File: config.mk
export PLATFORM = sky130hd
export DESIGN_NAME = anc_tap_sequencer
export DESIGN_NICKNAME = d
export VERILOG_FILES = /design/src/rtl/anc_tap_sequencer.sv
export SDC_FILE = /design/constraint.sdc
export NUM_CORES = 1
export LEC_CHECK = 0
export BUFFER_PORTS_ARGS = -buffer_cell sky130_fd_sc_hd__buf_2
export CAP_MARGIN = 40
export CORE_MARGIN = 2
export CORE_UTILIZATION = 60
export DETAILED_ROUTE_END_ITERATION = 6
export GPL_TIMING_DRIVEN = 0
export PLACE_DENSITY = 0.82
export RECOVER_POWER = 50
export SYNTH_ARGS = -nofsm -noshare
export SYNTH_HDL_FRONTEND = slang
export SYNTH_SLANG_ARGS = --single-unit
export TNS_END_PERCENT = 20
File: constraint.sdc
create_clock -name Clk_100M -period 18 [get_ports Clk_100M]
set_clock_uncertainty 0.15 [all_clocks]
set_input_delay 1.8 -clock Clk_100M [delete_from_list [all_inputs] [get_ports Clk_100M]]
set_output_delay 1.8 -clock Clk_100M [all_outputs]
set_load 0.05 [all_outputs]
File: src/rtl/anc_tap_sequencer.sv
// Per-sample FIR tap walker for the ANC path: shifts the reference delay line, presents each
// tap to the LMS update stage, writes the returned weight back and accumulates y = sum(w*x).
module anc_tap_sequencer #(
  parameter int TAPS      = 16,
  parameter int ADAPT_LAT = 4
) (
  input  logic        Clk_100M,
  input  logic        Reset,
  input  logic        Sample_Valid,
  input  logic [10:0] Sample_In,
  input  logic [10:0] Err_In,
  input  logic        Adapt_En,
  output logic        FilterEN_Out,
  output logic [10:0] Sig_Out,
  output logic [10:0] Err_Out,
  output logic [10:0] Wz_Out,
  input  logic [10:0] Wz_Upd_In,
  output logic [10:0] Y_Out,
  output logic        Y_Valid,
  output logic        Busy,
  output logic        Overrun
);

  localparam int DATA_W = 11;
  localparam int PROD_W = 21;
  localparam int ACC_W  = 27;
  localparam int KW     = $clog2(TAPS);
  localparam int LW     = $clog2(ADAPT_LAT);

  typedef enum logic [2:0] {
    S_IDLE,
    S_SHIFT,
    S_PRESENT,
    S_WB,
    S_DONE
  } state_t;

  state_t state_q, state_d;

  logic [DATA_W-1:0] x_q [TAPS];
  logic [DATA_W-1:0] w_q [TAPS];
  logic [DATA_W-1:0] samp_q, err_q, y_q;
  logic              adapt_q, ovr_q;
  logic [KW-1:0]     k_q;
  logic [LW-1:0]     lat_q;
  logic signed [ACC_W-1:0] acc_q;

  logic [DATA_W-1:0]        x_k, w_k;
  logic signed [DATA_W-1:0] xs, ws;
  logic signed [PROD_W-1:0] prod;
  logic signed [ACC_W-1:0]  acc_d;
  logic                     k_last, lat_last, present;

  // Sign-magnitude to two's complement; -0 collapses to 0.
  function automatic logic signed [DATA_W-1:0] sm_to_tc(input logic [DATA_W-1:0] v);
    logic signed [DATA_W-1:0] m;
    m = signed'({1'b0, v[DATA_W-2:0]});
    return v[DATA_W-1] ? -m : m;
  endfunction

  // Drop the Q0.10 weight scaling, clamp to +/-1023 and re-encode; zero is always +0.
  function automatic logic [DATA_W-1:0] sat_to_sm(input logic signed [ACC_W-1:0] a);
    logic signed [ACC_W-1:0] s;
    logic signed [ACC_W-1:0] n;
    s = a >>> 10;
    n = -s;
    if (s > 27'sd1023)       return 11'h3FF;
    else if (s < -27'sd1023) return 11'h7FF;
    else if (s < 27'sd0)     return {1'b1, n[DATA_W-2:0]};
    else                     return {1'b0, s[DATA_W-2:0]};
  endfunction

  assign x_k      = x_q[k_q];
  assign w_k      = w_q[k_q];
  assign xs       = sm_to_tc(x_k);
  assign ws       = sm_to_tc(w_k);
  assign prod     = PROD_W'(xs) * PROD_W'(ws);
  assign acc_d    = acc_q + {{(ACC_W-PROD_W){prod[PROD_W-1]}}, prod};
  assign k_last   = (k_q == KW'(TAPS-1));
  assign lat_last = (lat_q == LW'(ADAPT_LAT-1));
  assign present  = (state_q == S_PRESENT);

  always_ff @(posedge Clk_100M) begin
    if (!Reset) state_q <= S_IDLE;
    else        state_q <= state_d;
  end

  always_comb begin
    state_d = state_q;
    case (state_q)
      S_IDLE:    if (Sample_Valid) state_d = S_SHIFT;
      S_SHIFT:   state_d = adapt_q ? S_PRESENT : S_WB;
      S_PRESENT: if (lat_last) state_d = S_WB;
      S_WB: begin
        if (k_last)       state_d = S_DONE;
        else if (adapt_q) state_d = S_PRESENT;
        else              state_d = S_WB;
      end
      S_DONE:    state_d = S_IDLE;
      default:   state_d = S_IDLE;
    endcase
  end

  always_ff @(posedge Clk_100M) begin
    if (!Reset) begin
      for (int i = 0; i < TAPS; i++) begin
        x_q[i] <= '0;
        w_q[i] <= '0;
      end
      samp_q  <= '0;
      err_q   <= '0;
      adapt_q <= 1'b0;
      acc_q   <= '0;
      k_q     <= '0;
      lat_q   <= '0;
      y_q     <= '0;
      ovr_q   <= 1'b0;
    end else begin
      // A strobe is only accepted in IDLE; anything else (including DONE) is an overrun.
      if (Sample_Valid && (state_q != S_IDLE)) ovr_q <= 1'b1;
      case (state_q)
        S_IDLE: begin
          if (Sample_Valid) begin
            samp_q  <= Sample_In;
            err_q   <= Err_In;
            adapt_q <= Adapt_En;
          end
        end
        S_SHIFT: begin
          x_q[0] <= samp_q;
          for (int i = 1; i < TAPS; i++) x_q[i] <= x_q[i-1];
          acc_q <= '0;
          k_q   <= '0;
          lat_q <= '0;
        end
        S_PRESENT: begin
          lat_q <= lat_last ? '0 : lat_q + LW'(1);
        end
        S_WB: begin
          // acc uses the pre-update weight; the written-back weight only matters next frame.
          acc_q <= acc_d;
          if (adapt_q) w_q[k_q] <= Wz_Upd_In;
          if (k_last) y_q <= sat_to_sm(acc_d);
          else        k_q <= k_q + KW'(1);
        end
        default: ;
      endcase
    end
  end

  assign FilterEN_Out = present;
  assign Sig_Out      = present ? x_k   : '0;
  assign Err_Out      = present ? err_q : '0;
  assign Wz_Out       = present ? w_k   : '0;
  assign Y_Out        = y_q;
  assign Y_Valid      = (state_q == S_DONE);
  assign Busy         = (state_q != S_IDLE);
  assign Overrun      = ovr_q;

endmodule

======== Word-level counts from Yosys, hierarchy flattened ========
Memories as Yosys holds them, arrays and structs flattened. A register that Yosys moved wholly into a read port is not among the register bits.
Cells that the tools add are included.
cells by class
  add/sub/neg operators ................... 6
  reductions and logical operators ........ 10
  bitwise logic cells ..................... 16
  equality and inequality tests ........... 9
  multipliers ............................. 1
  mux-type cells .......................... 49
  magnitude comparators ................... 3
operators with widths
  cell                                                  number
  2-to-1 mux 11 bit                                     25
  one-hot mux 27 bit (2 select lines)                   1
  adder 27 bit                                          1
  2-to-1 mux 4 bit                                      6
  negator 10 -> 11 bit                                  2
  multiplier 11 x 11 -> 21 bit                          1
  > comparator 17 x 11 -> 1 bit, second input constant  1
  < comparator 17 x 1 -> 1 bit, second input constant   1
  < comparator 17 x 11 -> 1 bit, second input constant  1
  bitwise OR 1 bit                                      16
  one-hot mux 3 bit (4 select lines)                    1
  OR reduction 11 bit                                   1
  2-to-1 mux 1 bit                                      10
  negator 10 bit                                        1
  2-to-1 mux 3 bit                                      3
  one-hot mux 4 bit (2 select lines)                    1
  AND reduction 2 bit                                   4
  equality test 3 x 2 -> 1 bit, second input constant   2
  != test 2 bit, second input constant                  3
  adder 4 x 1 -> 4 bit, second input constant           1
  equality test 4 bit, second input constant            1
  one-hot mux 2 bit (2 select lines)                    1
  nonzero test 2 bit                                    2
  equality test 3 x 1 -> 1 bit, second input constant   1
  7 further kinds                                       7
storage, ports and cells
  output and inout port bits .............. 48
  word-level logic and storage cells ...... 105
  RAM bits ................................ 352
  bits of input ports ..................... 37
  flip-flop bits (word level) ............. 71
  memories kept ........................... 2
memories
  name  depth  bits a word  read ports  clocked after memory_dff  wr ports  RTL line  source
  w_q   16     11           1           1                         16        41        logic [DATA_W-1:0] w_q [TAPS];
  x_q   16     11           16          1                         16        40        logic [DATA_W-1:0] x_q [TAPS];

======== Longest topological paths before layout ========
  depth after elaboration ................. 8
  mapped depth ............................ 51

======== Worst setup path before layout ========
OpenSTA, ideal clock, no wires.
  kind .................................... register to register
  from .................................... reg state_q[0]
  to ...................................... mem x_q[0][0], enable pin
  slack ................................... 3.636 ns
  arrival ................................. 13.259 ns
  path buffers ............................ 3
  stages on the path, launching flop included .. 6
  clock period less this slack ............ 14.364 ns
  cells stage by stage .................... dfxtp_1 > clkbuf_1 > nand2b_1 > clkbuf_1 > clkbuf_1 > o21ai_0
RTL lines
  item                    RTL line  source
  from (decl)             38        state_t state_q, state_d;
  from (signal assigned)  85        else state_q <= state_d;
  to (decl)               40

==> flow_metrics.env <==
export IMPL_status="complete, but fails checks"
export IMPL_violations="max-capacitance violations, max-slew violations"
export IMPL_startpoint_type="flop"
export IMPL_fin_cells=3022
export IMPL_endpoint_kind="flop"
export IMPL_path_max_fanout=10
export IMPL_dp_hpwl_um=48660
export IMPL_worstPathRequired_ps=18270
export IMPL_worstMarginPinSlew_ps=3565
export IMPL_first_pass_iters=7
export IMPL_fmax_mhz=72.77
export IMPL_area_delta_synth_final_pct=11.15
export IMPL_netlist_area_sq_um=25960
export IMPL_drive_gt1_frac=0.1129
export IMPL_finalWorstSetupSlack_ps=4258
export IMPL_synth_nets=2476
export IMPL_numClockSinks=427
export IMPL_cp_top_family="compound AO/OA/AOI/OAI gates"
export IMPL_cts_tree="built"
export IMPL_grt_pass1_vias=18761
export IMPL_die_area_sq_um=44940
export IMPL_track_usage=0.3023
export IMPL_rsz0062_at_grt="no"
export IMPL_async_flop_share=0
export IMPL_avgSynthCellArea_sq_um=11.57
export IMPL_insertion_delay_ps=610
export IMPL_synth_top_area_cell="edfxtp_1"
export IMPL_crit_arrival_ps=14020
export IMPL_layout_nets=2630
export IMPL_min_period_over_period=0.7634
export IMPL_htreeDepth=2
export IMPL_clockBufferDepth=3
export IMPL_grt_pass1_wl_um=103100
export IMPL_synthTopCellsByCount="and2_1 (397), edfxtp_1 (352), inv_1 (188), nand2_1 (163), fa_1 (114)"
export IMPL_synth_cells=2244
export IMPL_pin_count=85
export IMPL_core_sq_um=42890
export IMPL_synth_cell_types=74
export IMPL_ys_seq_area_frac=0.4650
export IMPL_overflow=0
export IMPL_synth_edff_count=352
export IMPL_totalWireLength_um=65940
export IMPL_netlist_area_leader_share=0.4072
export IMPL_hold_ws_ps=310.6
export IMPL_min_path_type="reg -> reg"
export IMPL_synth_ff_type="edfxtp_1"
export IMPL_rows=76
export IMPL_finalSetupViolations=0
export IMPL_placed_cells=2935
export IMPL_via_count=18360
export IMPL_post_cts_buffers=0
export IMPL_preCtsSetupSlack_ps=4658
export IMPL_hp_start="samp_q[1]"
export IMPL_die_height_um=212
export IMPL_ys_top_cells_by_area="edfxtp_1 (41%), and2_1 (9.6%), fa_1 (8.8%), mux4_2 (7.0%), dfxtp_1 (5.8%)"
export IMPL_max_slew_margin=-1.402
export IMPL_finalMaxSlewViolations=22
export IMPL_max_stage_delay_ps=650
export IMPL_cts_root_buf="clkbuf_16"
export IMPL_post_synth_top_count_cell="and2_1"
export IMPL_critPathSlowestCell="o21ai_0"
export IMPL_clk_pin_slew_ps=60
export IMPL_routabilityCongestion=0.9854
export IMPL_grt_max_degree=31
export IMPL_initial_core_util=0.6053
export IMPL_synth_warnings=0
export IMPL_maxCapViolCount=1
export IMPL_via_per_inst=6.075
export IMPL_numCtsBuffers=46
export IMPL_ctsHoldBuffers=0
export IMPL_synth_seq_cells=427
export IMPL_io_buffers=84
export IMPL_wire_per_inst_um=21.82
export IMPL_antenna_found_initial=2
export IMPL_finalWorstPathRequiredPeriod_ps=13740
export IMPL_fill_cells=3038
export IMPL_cp_buffers_inverters=11
export IMPL_final_hold_violation_count=0
export IMPL_first_iter_violations=1755
export IMPL_cts_resized=0
export IMPL_drc=0
export IMPL_critPathKind="reg -> reg"
export IMPL_die_x_um=212
export IMPL_final_antenna_net_count=0
[worst min-delay path, stage by stage (launching register included)]
cell,delay [ps]
dfxtp_1,300
nand2_1,50
a21boi_0,60
[flip-flops by register name, summed over array words and instances (netlist names), named ones only]
name / count
Overrun: 1
Y_Out: 11
acc_q: 27
adapt_q: 1
err_q: 11
k_q: 4
lat_q: 2
samp_q: 11
state_q: 3
w_q: 176
x_q: 176
[cell families (layout without fill, tap and decap cells)]
| family | count (synthesis) | in the layout | share of synthesized area |
|---|---|---|---|
| compound gates | 301 | 301 | 0.07890 |
| xor+xnor | 61 | 61 | 0.02188 |
| fa+ha+maj | 195 | 195 | 0.1270 |
| buf+inv | 322 | 513 | 0.05013 |
| flops | 427 | 427 | 0.4650 |
| mux | 110 | 110 | 0.08155 |
| other cells | 0 | 2 | 0 |
| simple gates | 828 | 828 | 0.1755 |
[per-layer routing]
| layer | part of all wire | GRT usage | up-vias | routed length, um |
|---|---|---|---|---|
| li1 | - | - | 8116 | - |
| met1 | 0.38 | 0.3994 | 9087 | 25350 |
| met2 | 0.48 | 0.4927 | 974 | 31620 |
| met3 | 0.093 | 0.05761 | 183 | 6109 |
| met4 | 0.043 | 0.1297 | 0 | 2864 |
| met5 | 0 | 0 | - | 0 |
[through the flow]
step	setup TNS, ps	instance area, sq um	util
after floorplan	0	25960	-
after global placement	-159510	27110	0.6322
after detailed placement	0	27410	0.6390
after CTS	0	28880	0.6734
after global routing	0	28850	0.6727
final	0	28850	0.6728
[path summary, 6_finish.rpt]
| path | cells past startpoint | slack (ps) | endpoint |
|---|---|---|---|
| setup reg to reg | 46 | 4260 | Y_Out[7] |
| hold / removal | 2 | 310 | samp_q[1] |
| setup / recovery | 46 | 4260 | Y_Out[7] |
| hold reg to reg | 2 | 310 | samp_q[1] |
[area by class of cell]
cell class	instances	area, sq um	area share
Multi-Input combinational cell	1495	12590	0.4362
Inverter	189	709.4	0.02459
Antenna cell	2	5.005	0.0001735
Clock buffer	57	1192	0.04133
Buffer	133	591.8	0.02051
Sequential cell	427	12070	0.4184
Timing Repair Buffer	106	683.2	0.02368
Clock inverter	28	281.5	0.009757
Tap cell	585	732.0	0.02537
[cell usage in the layout, fill, tap and decap left out, types with 19 or more instances in the layout]
cell,count
a21oi_1,53
nand2b_1,25
edfxtp_1,352
nor3_1,25
and3_1,22
a21boi_0,28
o21ai_0,63
nor2_1,79
fa_1,114
ha_1,81
buf_2,73
inv_1,188
dfxtp_1,75
mux4_2,81
nand2_1,163
and2_0,212
clkbuf_1,137
nand3_1,22
and2_1,186
mux2i_1,27
buf_4,19
xnor2_1,36
xor2_1,23
nor2b_1,51
clkbuf_16,46
a22oi_1,37
Power is left out: the tool's default activity adds up to more than one toggle a clock period on the data nets, which glitch-free logic cannot reach.
